[config.mk]
export PLATFORM = sky130hd
export DESIGN_NAME = rob_nway
export DESIGN_NICKNAME = d
export VERILOG_FILES = /design/src/rtl/rob_nway.sv
export SDC_FILE = /design/constraint.sdc
export NUM_CORES = 1
export LEC_CHECK = 0
export CAP_MARGIN = 5
export CORE_MARGIN = 2
export CORE_UTILIZATION = 30
export CTS_BUF_LIST = sky130_fd_sc_hd__clkbuf_2 sky130_fd_sc_hd__clkbuf_4 sky130_fd_sc_hd__clkbuf_8
export CTS_CLUSTER_DIAMETER = 60
export DETAILED_ROUTE_END_ITERATION = 10
export GPL_ROUTABILITY_DRIVEN = 0
export GPL_TIMING_DRIVEN = 1
export PLACE_DENSITY = 0.48
export SYNTH_ARGS = -nofsm -noshare
export SYNTH_HDL_FRONTEND = slang
export SYNTH_SLANG_ARGS = --single-unit
[constraint.sdc]
create_clock -name clk -period 5 [get_ports clk]
set_clock_uncertainty 0.05 [all_clocks]
set_input_delay 1 -clock clk [delete_from_list [all_inputs] [get_ports clk]]
set_output_delay 1 -clock clk [all_outputs]
set_load 0.02 [all_outputs]
[src/rtl/rob_nway.sv]
// rob_nway: parametrised reorder buffer. N-wide dispatch, M-wide in-order
// retire, P writeback ports. On a branch flush it squashes younger entries
// (ROLLBACK) and then replays surviving rd mappings to rebuild the RAT (WALK).
module rob_nway #(
  parameter  int ROB_DEPTH = 16,
  parameter  int DISP_W    = 2,
  parameter  int RET_W     = 2,
  parameter  int WB_PORTS  = 4,
  parameter  int PRF_W     = 6,
  parameter  int ARF_W     = 5,
  localparam int AW        = $clog2(ROB_DEPTH),
  localparam int IW        = AW + 1
) (
  input  logic                      clk,
  input  logic                      reset,
  input  logic [DISP_W-1:0]         disp_valid,
  output logic                      disp_ready,
  input  logic [DISP_W-1:0]         disp_is_wb,
  input  logic [DISP_W*ARF_W-1:0]   disp_arf_id,
  input  logic [DISP_W*PRF_W-1:0]   disp_T,
  input  logic [DISP_W*PRF_W-1:0]   disp_T_old,
  output logic [DISP_W*IW-1:0]      disp_robid,
  input  logic [WB_PORTS-1:0]       wb_valid,
  input  logic [WB_PORTS*IW-1:0]    wb_robid,
  output logic [RET_W-1:0]          ret_valid,
  output logic [RET_W-1:0]          ret_is_wb,
  output logic [RET_W*ARF_W-1:0]    ret_arf_id,
  output logic [RET_W*PRF_W-1:0]    ret_T,
  output logic [RET_W*PRF_W-1:0]    ret_T_old,
  output logic [RET_W*IW-1:0]       ret_robid,
  input  logic                      flush_valid,
  input  logic [IW-1:0]             flush_robid,
  output logic [1:0]                rob_state,
  output logic [RET_W-1:0]          walk_valid,
  output logic [RET_W*ARF_W-1:0]    walk_arf_id,
  output logic [RET_W*PRF_W-1:0]    walk_T,
  output logic [IW-1:0]             free_cnt
);

  typedef enum logic [1:0] {S_IDLE = 2'b00, S_RB = 2'b01, S_WALK = 2'b10} state_t;

  state_t state, state_n;
  logic [IW-1:0] alloc_ptr, retire_ptr, walk_ptr, fl_id;
  logic [ROB_DEPTH-1:0] valid_q, cmpl_q, iswb_q, rb_clr;
  logic [ARF_W-1:0] arf_q  [ROB_DEPTH];
  logic [PRF_W-1:0] t_q    [ROB_DEPTH];
  logic [PRF_W-1:0] told_q [ROB_DEPTH];

  logic [IW-1:0] disp_id [DISP_W];
  logic [IW-1:0] ret_id  [RET_W];
  logic [IW-1:0] walk_id [RET_W];
  logic [RET_W-1:0] ret_ok;
  logic [IW-1:0] disp_cnt, ret_cnt, occ, rb_span;
  logic flush_acc, run;
  logic unused_bits;

  // a is older than b when (a-b) wraps negative in the AW+1 id space
  function automatic logic older(input logic [IW-1:0] a, input logic [IW-1:0] b);
    logic [IW-1:0] d;
    d = a - b;
    return d[IW-1];
  endfunction

  assign occ        = alloc_ptr - retire_ptr;
  assign free_cnt   = IW'(ROB_DEPTH) - occ;
  assign disp_ready = (state == S_IDLE) & ~flush_valid & (free_cnt >= IW'(DISP_W));
  assign rob_state  = state;
  // IDLE always takes a flush; elsewhere only a strictly older one restarts recovery
  assign flush_acc  = flush_valid & ((state == S_IDLE) | older(flush_robid, fl_id));
  assign rb_span    = alloc_ptr - fl_id;

  for (genvar i = 0; i < DISP_W; i++) begin : g_disp
    assign disp_id[i] = alloc_ptr + IW'(i);
    assign disp_robid[i*IW +: IW] = disp_id[i];
  end

  for (genvar k = 0; k < RET_W; k++) begin : g_lane
    assign ret_id[k]  = retire_ptr + IW'(k);
    assign walk_id[k] = walk_ptr + IW'(k);
    assign ret_ok[k]  = valid_q[ret_id[k][AW-1:0]] & cmpl_q[ret_id[k][AW-1:0]];
    assign ret_is_wb[k]               = iswb_q[ret_id[k][AW-1:0]];
    assign ret_arf_id[k*ARF_W +: ARF_W] = arf_q[ret_id[k][AW-1:0]];
    assign ret_T[k*PRF_W +: PRF_W]      = t_q[ret_id[k][AW-1:0]];
    assign ret_T_old[k*PRF_W +: PRF_W]  = told_q[ret_id[k][AW-1:0]];
    assign ret_robid[k*IW +: IW]        = ret_id[k];
    assign walk_valid[k] = (state == S_WALK) & valid_q[walk_id[k][AW-1:0]] &
                           iswb_q[walk_id[k][AW-1:0]] & older(walk_id[k], alloc_ptr);
    assign walk_arf_id[k*ARF_W +: ARF_W] = arf_q[walk_id[k][AW-1:0]];
    assign walk_T[k*PRF_W +: PRF_W]      = t_q[walk_id[k][AW-1:0]];
  end

  // Rollback mask: offset from fl_id in 1..span-1 means younger than fl_id, older than alloc_ptr
  for (genvar e = 0; e < ROB_DEPTH; e++) begin : g_rb
    logic [AW-1:0] d;
    assign d         = AW'(e) - fl_id[AW-1:0];
    assign rb_clr[e] = (d != '0) && ({1'b0, d} < rb_span);
  end

  // Dispatch lane count (lanes are contiguous from lane 0)
  always_comb begin
    disp_cnt = '0;
    for (int i = 0; i < DISP_W; i++)
      if (disp_ready && disp_valid[i]) disp_cnt = disp_cnt + 1'b1;
  end

  // Retire prefix: stop at the first entry that is not valid&complete
  always_comb begin
    run       = (state == S_IDLE) & ~flush_valid;
    ret_valid = '0;
    ret_cnt   = '0;
    for (int k = 0; k < RET_W; k++) begin
      run          = run & ret_ok[k];
      ret_valid[k] = run;
      ret_cnt      = ret_cnt + IW'(run);
    end
  end

  // Recovery FSM next state; a new accepted flush takes priority over walk exit
  always_comb begin
    state_n = state;
    case (state)
      S_IDLE:  if (flush_valid) state_n = S_RB;
      S_RB:    state_n = flush_acc ? S_RB : S_WALK;
      S_WALK: begin
        if (flush_acc) state_n = S_RB;
        else if (!older(walk_ptr + IW'(RET_W), alloc_ptr)) state_n = S_IDLE;
      end
      default: state_n = S_IDLE;
    endcase
  end

  // Control state: pointers, valid/complete bits. Later writes win: WB, dispatch, retire, rollback.
  always_ff @(posedge clk) begin
    if (reset) begin
      state      <= S_IDLE;
      alloc_ptr  <= '0;
      retire_ptr <= '0;
      walk_ptr   <= '0;
      fl_id      <= '0;
      valid_q    <= '0;
      cmpl_q     <= '0;
    end else begin
      state <= state_n;
      if (flush_acc) fl_id <= flush_robid;
      for (int p = 0; p < WB_PORTS; p++)
        if (wb_valid[p] && valid_q[wb_robid[p*IW +: AW]]) cmpl_q[wb_robid[p*IW +: AW]] <= 1'b1;
      for (int i = 0; i < DISP_W; i++)
        if (disp_ready && disp_valid[i]) begin
          valid_q[disp_id[i][AW-1:0]] <= 1'b1;
          cmpl_q[disp_id[i][AW-1:0]]  <= 1'b0;
        end
      alloc_ptr <= alloc_ptr + disp_cnt;
      for (int k = 0; k < RET_W; k++)
        if (ret_valid[k]) begin
          valid_q[ret_id[k][AW-1:0]] <= 1'b0;
          cmpl_q[ret_id[k][AW-1:0]]  <= 1'b0;
        end
      retire_ptr <= retire_ptr + ret_cnt;
      if (state == S_WALK) walk_ptr <= walk_ptr + IW'(RET_W);
      if (state == S_RB) begin
        for (int e = 0; e < ROB_DEPTH; e++)
          if (rb_clr[e]) begin
            valid_q[e] <= 1'b0;
            cmpl_q[e]  <= 1'b0;
          end
        alloc_ptr <= fl_id + 1'b1;
        walk_ptr  <= retire_ptr;
      end
    end
  end

  // Entry payload: written on dispatch only, no reset needed
  always_ff @(posedge clk) begin
    for (int i = 0; i < DISP_W; i++)
      if (disp_ready && disp_valid[i]) begin
        iswb_q[disp_id[i][AW-1:0]] <= disp_is_wb[i];
        arf_q[disp_id[i][AW-1:0]]  <= disp_arf_id[i*ARF_W +: ARF_W];
        t_q[disp_id[i][AW-1:0]]    <= disp_T[i*PRF_W +: PRF_W];
        told_q[disp_id[i][AW-1:0]] <= disp_T_old[i*PRF_W +: PRF_W];
      end
  end

  // wrap bits of writeback ids do not select an entry
  always_comb begin
    unused_bits = 1'b0;
    for (int p = 0; p < WB_PORTS; p++) unused_bits = unused_bits ^ wb_robid[p*IW + AW];
  end

endmodule

==> qor.txt, run 1 <==
Status - finished clean
Final slew viol count - 0
Syn avg cell area - 13.2 µm²
Nets - 2297
DR pass1 iterations - 6
Largest net degree at the start of global routing - 89
1st-iter DRT viols - 1809
Die height - 300 µm
Fmax - 0.205 GHz
Worst Setup SP - walk_ptr[0]$_SDFFE_PP0N_
Yosys warns - 0
Clock latency on the worst-skew pair - 0.67 ns
First-pass GRT wire length - 145 mm
CTS buffer count - 68
H-tree depth - 3
Final min period - 4.89 ns
P_int - 6.23 mW
Vias - 20.0k
Sw power - 3.16 mW
Mapped Nets - 2153
Vias per cell - 5.98
Async set-reset flop share out of synthesis - 0%
Seq pwr share - 36.9%
Commonest cells after routing, fill and taps aside - mux4_2 (297), edfxtp_1 (272), mux2_2 (267)
Worst VDD drop - 0.178 mV
Filler instances - 8422
Wire per inst - 30.2 µm
Placed cells - 3223
Comb pwr share - 31.0%
Area growth, synth to finish - 17.3%
Num rows - 108
Commonest non-fill, non-tap cell in the layout - mux4_2
Critical Path RT - 3.95 ns
Critical path launch point type - flop
Vias in the first global route - 20.0k
Placeable Area - 86800 µm²
Hold path start - walk_ptr[4]$_SDFFE_PP0N_
TNS Setup - 0 ns
Tot Pwr - 9.38 mW
Critical path peak fanout - 30
CTS tree - done
Reg2reg start - retire_ptr[0]$_SDFF_PP0_
Initial antenna violation count - 3
Final antenna-violating net count - 0
Total grt overflow - 0
Worst EP arrival - 3.84 ns
Total GRT Usage - 22.2%
Pwr Density - 305 nW/µm²
RSZ-0062 raised after global routing - false
Static Leak - 10.2 nW
Seq/Total Area, Yosys - 36.8%
Finished Layout Cells - 3346
Endpoint class of the critical path - primary output
Final wirelength - 101 mm
Max_cap viols - 0
Final worst path period share - 97.8%
Final HPWL DP - 67.1 mm
I/O Pins - 160
Starting density of the core - 30.2%
Count of cell types in the netlist - 86
Hold Fails Final Rpt - 0
Ys flop type - edfxtp_1
Clock slew at reported path FFs - 0.06 ns
Final setup viols - 0
Post-synth EDFFs - 272
Share of cells above drive strength 1 - 38.6%
Kind of critical path - reg2out
Clock Root Buffer - clkbuf_8
Die Wd - 300 µm
Drt drc - 0
Slew @ Worst Pin - 0.974 ns
Post-Synthesis Cells - 1994
Clock power share - 32.1%
Post-layout util - 35.5%
Area leader, netlist - edfxtp_1
Clock Tree Buf Depth - 3
Die Area - 89800 µm²
Sw Share - 33.6%
Port buffer count - 155
Yosys reg bits - 346
Leading post-synthesis cells by cell area - edfxtp_1 (31%), mux4_2 (25%), mux2_2 (11%)
Clock sink count - 346
Area share of the largest cell type after synthesis - 31.1%
Worst slew margin - 34.9%
Mapped cell area - 26200 µm²
Hold/Removal Path Class - reg2reg
==> stage by stage <==
| stage | setup WS [ns] | hold slack (ns) | instance area, µm² |
|---|---|---|---|
| final | 0.111 | 0.514 | 30800 |
| after global routing | 0.00626 | 0.541 | 30800 |
| after CTS | 0.00310 | 0.513 | 30800 |
| after detailed placement | 0.633 | 0.503 | 29400 |
| after global placement | 0.650 | 0.484 | 29400 |
| after floorplan | 0.0576 | 0.440 | 26200 |
==> layout make-up <==
cell class | instances | area (µm²) | area share [%]
multi-input combinational | 1402 | 15500 | 50.5
tap | 1155 | 1450 | 4.70
timing repair buffer | 261 | 2520 | 8.21
inverter | 59 | 221 | 0.720
sequential | 346 | 9660 | 31.4
antenna | 1 | 2.50 | 0.00813
clock inverter | 26 | 204 | 0.663
clock buffer | 96 | 1180 | 3.83
==> power groups by stage <==
stage               clock network, mW  registers [mW]  logic, mW
floorplan                           0            3.46       1.84
global placement                    0            3.50       2.86
detailed placement                  0            3.51       2.88
CTS                              3.06            3.45       2.90
global route                     3.17            3.48       3.11
finish                           3.02            3.46       2.91
==> worst max-delay path, cell delays in order, from the launching register on <==
cell and delay, ns:
dfxtp_4 0.34, buf_4 0.42, buf_4 0.65, mux4_2 0.60
mux4_2 0.58, clkdlybuf4s50_1 0.58
==> flip-flops by register name, indices dropped and copies added, names as in the netlist, 5 cells and up, named ones only <==
name / cells
retire_ptr: 5
alloc_ptr: 5
walk_ptr: 5
told_q: 96
cmpl_q: 16
valid_q: 16
arf_q: 80
t_q: 96
iswb_q: 16
fl_id: 5
==> cells in the mapped netlist, types with 6 or more instances <==
cell / instances
o221ai_1: 6
o221a_2: 7
clkbuf_1: 89
ha_1: 85
o21ai_0: 32
mux2i_1: 25
nor2b_1: 6
edfxtp_1: 272
a211oi_1: 14
nand2_1: 169
nand3_1: 63
buf_2: 46
or2_2: 7
a21o_1: 7
nand4b_1: 6
and3b_1: 7
nand4_1: 9
buf_6: 14
dfxtp_1: 74
mux2_2: 267
nor2_1: 65
a311oi_1: 7
buf_4: 11
a211o_1: 8
and3_1: 33
o22ai_1: 7
a31oi_1: 27
buf_1: 24
mux4_2: 297
nor4_1: 14
xnor2_1: 25
nand2b_1: 14
nand3b_1: 8
a21oi_1: 53
inv_1: 54
nor3b_1: 8
o211ai_1: 12
nor3_1: 16
xor2_1: 12
==> cell families after synthesis <==
logic type,Yosys count,share of synthesized area (%)
compound gates,225,6.10
xor+xnor,38,1.33
fa+ha+maj,89,4.36
buf+inv,246,4.38
flops,346,36.8
mux,597,38.4
simple gates,453,8.68
==> final timing paths <==
path / end / slack [ns] / cells past startpoint
hold reg to reg: walk_ptr[4]$_SDFFE_PP0N_ / 0.51 / 2
setup / recovery: walk_arf_id[9] / 0.11 / 5
hold / removal: walk_ptr[4]$_SDFFE_PP0N_ / 0.51 / 2
setup reg to reg: alloc_ptr[4]$_SDFF_PP0_ / 0.79 / 18
==> per-layer routing <==
layer	wire length [µm]	up-vias	global-route usage, %
met2	48300	1070	36.5
met3	7910	195	3.74
li1	-	8299	-
met4	3690	4	8.56
met5	29	-	0
met1	41000	10400	29.3
==> what timing repair did <==
action                                  CTS  global route
setup buffers                             0             0
hold buffers                              0             0
endpoints found under the setup margin    2             5
pin swaps                                 1             0
gates resized for setup                   2             2
Note: power is estimated with default switching activity, not from simulation.
==> run 2: changes to the inputs <==
--- a/config.mk
+++ b/config.mk
@@ -5,8 +5,9 @@
 export SDC_FILE = /design/constraint.sdc
 export NUM_CORES = 1
 export LEC_CHECK = 0
+export ABC_AREA = 1
 export CAP_MARGIN = 5
-export CORE_MARGIN = 2
+export CORE_MARGIN = 1.5
 export CORE_UTILIZATION = 30
 export CTS_BUF_LIST = sky130_fd_sc_hd__clkbuf_2 sky130_fd_sc_hd__clkbuf_4 sky130_fd_sc_hd__clkbuf_8
 export CTS_CLUSTER_DIAMETER = 60
@@ -14,6 +15,7 @@
 export GPL_ROUTABILITY_DRIVEN = 0
 export GPL_TIMING_DRIVEN = 1
 export PLACE_DENSITY = 0.48
+export SETUP_SLACK_MARGIN = 0.3
 export SYNTH_ARGS = -nofsm -noshare
 export SYNTH_HDL_FRONTEND = slang
 export SYNTH_SLANG_ARGS = --single-unit
==> run 2 against run 1 <==
Sequential share of layout area decreased by 1.1 points. Worst setup slack improved by 0.25 ns. Hold slack got worse by 0.037 ns. Die area rose by 4.9%. Via count increased by 47%. Cell area is 3.7% higher. Non-clock buffer count unchanged.
==> qor.txt, run 2 <==
Status - finished clean (unchanged)
Total GRT Usage - 26.2% (was 22.2%)
Clock latency on the worst-skew pair - 0.67 ns (about the same)
R2r worst-path depth - 16 (was 18)
Cts hold-fix bufs - 0 (unchanged)
Sw Share - 47.4% (was 33.6%)
Yosys reg bits - 346 (unchanged)
Most common cell in the synthesized netlist - nand2_1 (was mux4_2)
Drt drc - 0 (unchanged)
Count of cell types in the netlist - 45 (was 86)
Placeable Area - 91700 µm² (was 86800 µm²)
Fmax - 0.216 GHz (was 0.205 GHz)
Final worst path period share - 92.8% (was 97.8%)
Seq pwr share - 25.2% (was 36.9%)
TNS Setup - 0 ns (unchanged)
Comb pwr share - 53.7% (was 31.0%)
Hold/Removal Path Class - reg2reg (unchanged)
First-pass GRT wire length - 182 mm (was 145 mm)
Mapped cell area - 27700 µm² (was 26200 µm²)
DP Area - 30300 µm² (was 29400 µm²)
DR pass1 iterations - 6 (unchanged)
Wire per inst - 23.7 µm (was 30.2 µm)
Final HPWL DP - 79.9 mm (was 67.1 mm)
Fin Hold WS - 0.477 ns (was 0.514 ns)
Hold Fails Final Rpt - 0 (unchanged)
Clock sink count - 346 (unchanged)
Kind of critical path - reg2out (unchanged)
Final min period - 4.64 ns (was 4.89 ns)
Post-synth EDFFs - 272 (unchanged)
Clock Root Buffer - clkbuf_8 (unchanged)
Clock power share - 21.1% (was 32.1%)
RSZ-0062 raised after global routing - true (was false)
Yosys warns - 0 (unchanged)
Port buffer count - 155 (unchanged)
Vias per cell - 5.48 (was 5.98)
Worst EP arrival - 3.59 ns (was 3.84 ns)
1st-iter DRT viols - 3464 (was 1809)
Die Wd - 307 µm (was 300 µm)
Clock Tree Buf Depth - 3 (unchanged)
I/O Pins - 160 (unchanged)
Async set-reset flop share out of synthesis - 0% (unchanged)
Starting density of the core - 30.2% (about the same)
Synth top cells by count - nand2_1 (879), o21ai_0 (772), a21oi_1 (492) (was mux4_2 (297), edfxtp_1 (272), mux2_2 (267))
Seq/Total Area, Yosys - 34.8% (was 36.8%)
Sw power - 7.09 mW (was 3.16 mW)
Critical Path RT - 3.95 ns (about the same)
Leading post-synthesis cells by cell area - edfxtp_1 (29%), o21ai_0 (14%), nand2_1 (12%) (was edfxtp_1 (31%), mux4_2 (25%), mux2_2 (11%))
Area leader, netlist - edfxtp_1 (unchanged)
Post-route cell area - 31900 µm² (was 30800 µm²)
Total grt overflow - 0 (unchanged)
CTS buffer count - 72 (was 68)
Num rows - 111 (was 108)
Vias - 29.5k (was 20.0k)
Die height - 307 µm (was 300 µm)
Final slew viol count - 0 (unchanged)
Slew @ Worst Pin - 1.07 ns (was 0.974 ns)
Finished Layout Cells - 5384 (was 3346)
Share of cells above drive strength 1 - 6.74% (was 38.6%)
Area growth, synth to finish - 15.1% (was 17.3%)
Worst hold stages - 2 (unchanged)
Placed cells - 5249 (was 3223)
CTS tree - done (unchanged)
Clock slew at reported path FFs - 0.04 ns (was 0.06 ns)
Critical path peak fanout - 9 (was 30)
Mapped Nets - 4316 (was 2153)
Pwr Density - 469 nW/µm² (was 305 nW/µm²)
Syn avg cell area - 6.67 µm² (was 13.2 µm²)
Final wirelength - 127 mm (was 101 mm)
Commonest cells after routing, fill and taps aside - nand2_1 (864), o21ai_0 (771), a21oi_1 (492) (was mux4_2 (297), edfxtp_1 (272), mux2_2 (267))
Final antenna-violating net count - 0 (unchanged)
Final setup viols - 0 (unchanged)
H-tree depth - 3 (unchanged)
Largest net degree at the start of global routing - 200 (was 89)
Nets - 4305 (was 2297)
Worst VDD drop - 0.473 mV (was 0.178 mV)
Die Area - 94300 µm² (was 89800 µm²)
Commonest non-fill, non-tap cell in the layout - nand2_1 (was mux4_2)
Endpoint class of the critical path - primary output (unchanged)
Area share of the largest cell type after synthesis - 29.5% (was 31.1%)
Max_cap viols - 0 (unchanged)
Critical path launch point type - flop (unchanged)
Ys flop type - edfxtp_1 (unchanged)
Static Leak - 13.2 nW (was 10.2 nW)
Filler instances - 9872 (was 8422)
Vias in the first global route - 26.8k (was 20.0k)
Initial antenna violation count - 2 (was 3)
Worst slew margin - 28.7% (was 34.9%)
P_int - 7.86 mW (was 6.23 mW)
Post-Synthesis Cells - 4157 (was 1994)
==> run 2: worst max-delay path, stage by stage, from the launching register on <==
cell and delay [ns]:
dfxtp_4 0.49, ha_1 0.38, xnor2_4 0.16, buf_4 0.20, buf_4 0.18, nor2_4 0.25, buf_4 0.33, a21oi_1 0.11
nand2_1 0.20, clkdlybuf4s50_1 0.64
==> run 2: what timing repair did <==
action | in CTS | in global routing
cloned | 0 | 1
pin swaps | 2 | 1
setup endpoints to repair | 31 | 25
gates resized for setup | 12 | 7
setup buffers | 6 | 2
endpoints found under the hold margin | 0 | 0
==> run 2: through the flow <==
step,power [mW],util (%),worst slack [ns]
after global routing,15.8,34.8,0.229
after floorplan,8.44,-,0.451
final,14.9,34.8,0.361
after CTS,14.9,34.7,0.326
after detailed placement,11.7,33.1,0.754
after global placement,11.7,33.1,0.746
==> run 2: power by group through the flow <==
stage	Sequential [mW]	Combinational, mW	Clock [mW]
finish	3.77	8.02	3.16
global placement	3.82	7.87	0
floorplan	3.65	4.78	0
global route	3.80	8.72	3.31
detailed placement	3.82	7.90	0
CTS	3.76	7.96	3.20
==> run 2: logic make-up (layout without fill, tap and decap cells) <==
group                    count (synthesis)  count (layout)  synth area share, %
XOR/XNOR                                23              23                0.821
other                                    0               2                    0
AO/OA/AOI/OAI                         1462            1462                 27.2
adder cells (fa/ha/maj)                 89              89                 4.12
buffers and inverters                  761             800                 10.8
flip-flops                             346             346                 34.8
AND/OR/NAND/NOR                       1476            1476                 22.3
==> run 2: final timing paths <==
| check | startpoint | endpoint | slack (ns) |
|---|---|---|---|
| setup / recovery | retire_ptr[0]$_SDFF_PP0_ | ret_arf_id[7] | 0.36 |
| hold / removal | walk_ptr[4]$_SDFFE_PP0N_ | walk_ptr[4]$_SDFFE_PP0N_ | 0.48 |
| setup reg to reg | retire_ptr[1]$_SDFF_PP0_ | alloc_ptr[4]$_SDFF_PP0_ | 1.16 |
| hold reg to reg | walk_ptr[4]$_SDFFE_PP0N_ | walk_ptr[4]$_SDFFE_PP0N_ | 0.48 |
==> run 2: area by class of cell <==
| class | instances | area [µm²] | share of cell area [%] |
|---|---|---|---|
| multi-input combinational | 3050 | 15200 | 47.6 |
| sequential | 346 | 9670 | 30.3 |
| timing repair buffer | 261 | 2530 | 7.94 |
| inverter | 415 | 1580 | 4.94 |
| tap | 1186 | 1480 | 4.65 |
| clock buffer | 98 | 1220 | 3.84 |
| clock inverter | 26 | 215 | 0.675 |
| antenna | 2 | 5.00 | 0.0157 |
==> run 2: per-layer routing <==
layer | global-route usage, % | vias to the layer above | share of wire [%]
li1 | - | 14100 | -
met1 | 35.4 | 13800 | 43
met2 | 41.9 | 1341 | 45
met3 | 3.45 | 242 | 8.0
met4 | 11.0 | 2 | 4.1
met5 | 0 | - | 0.012
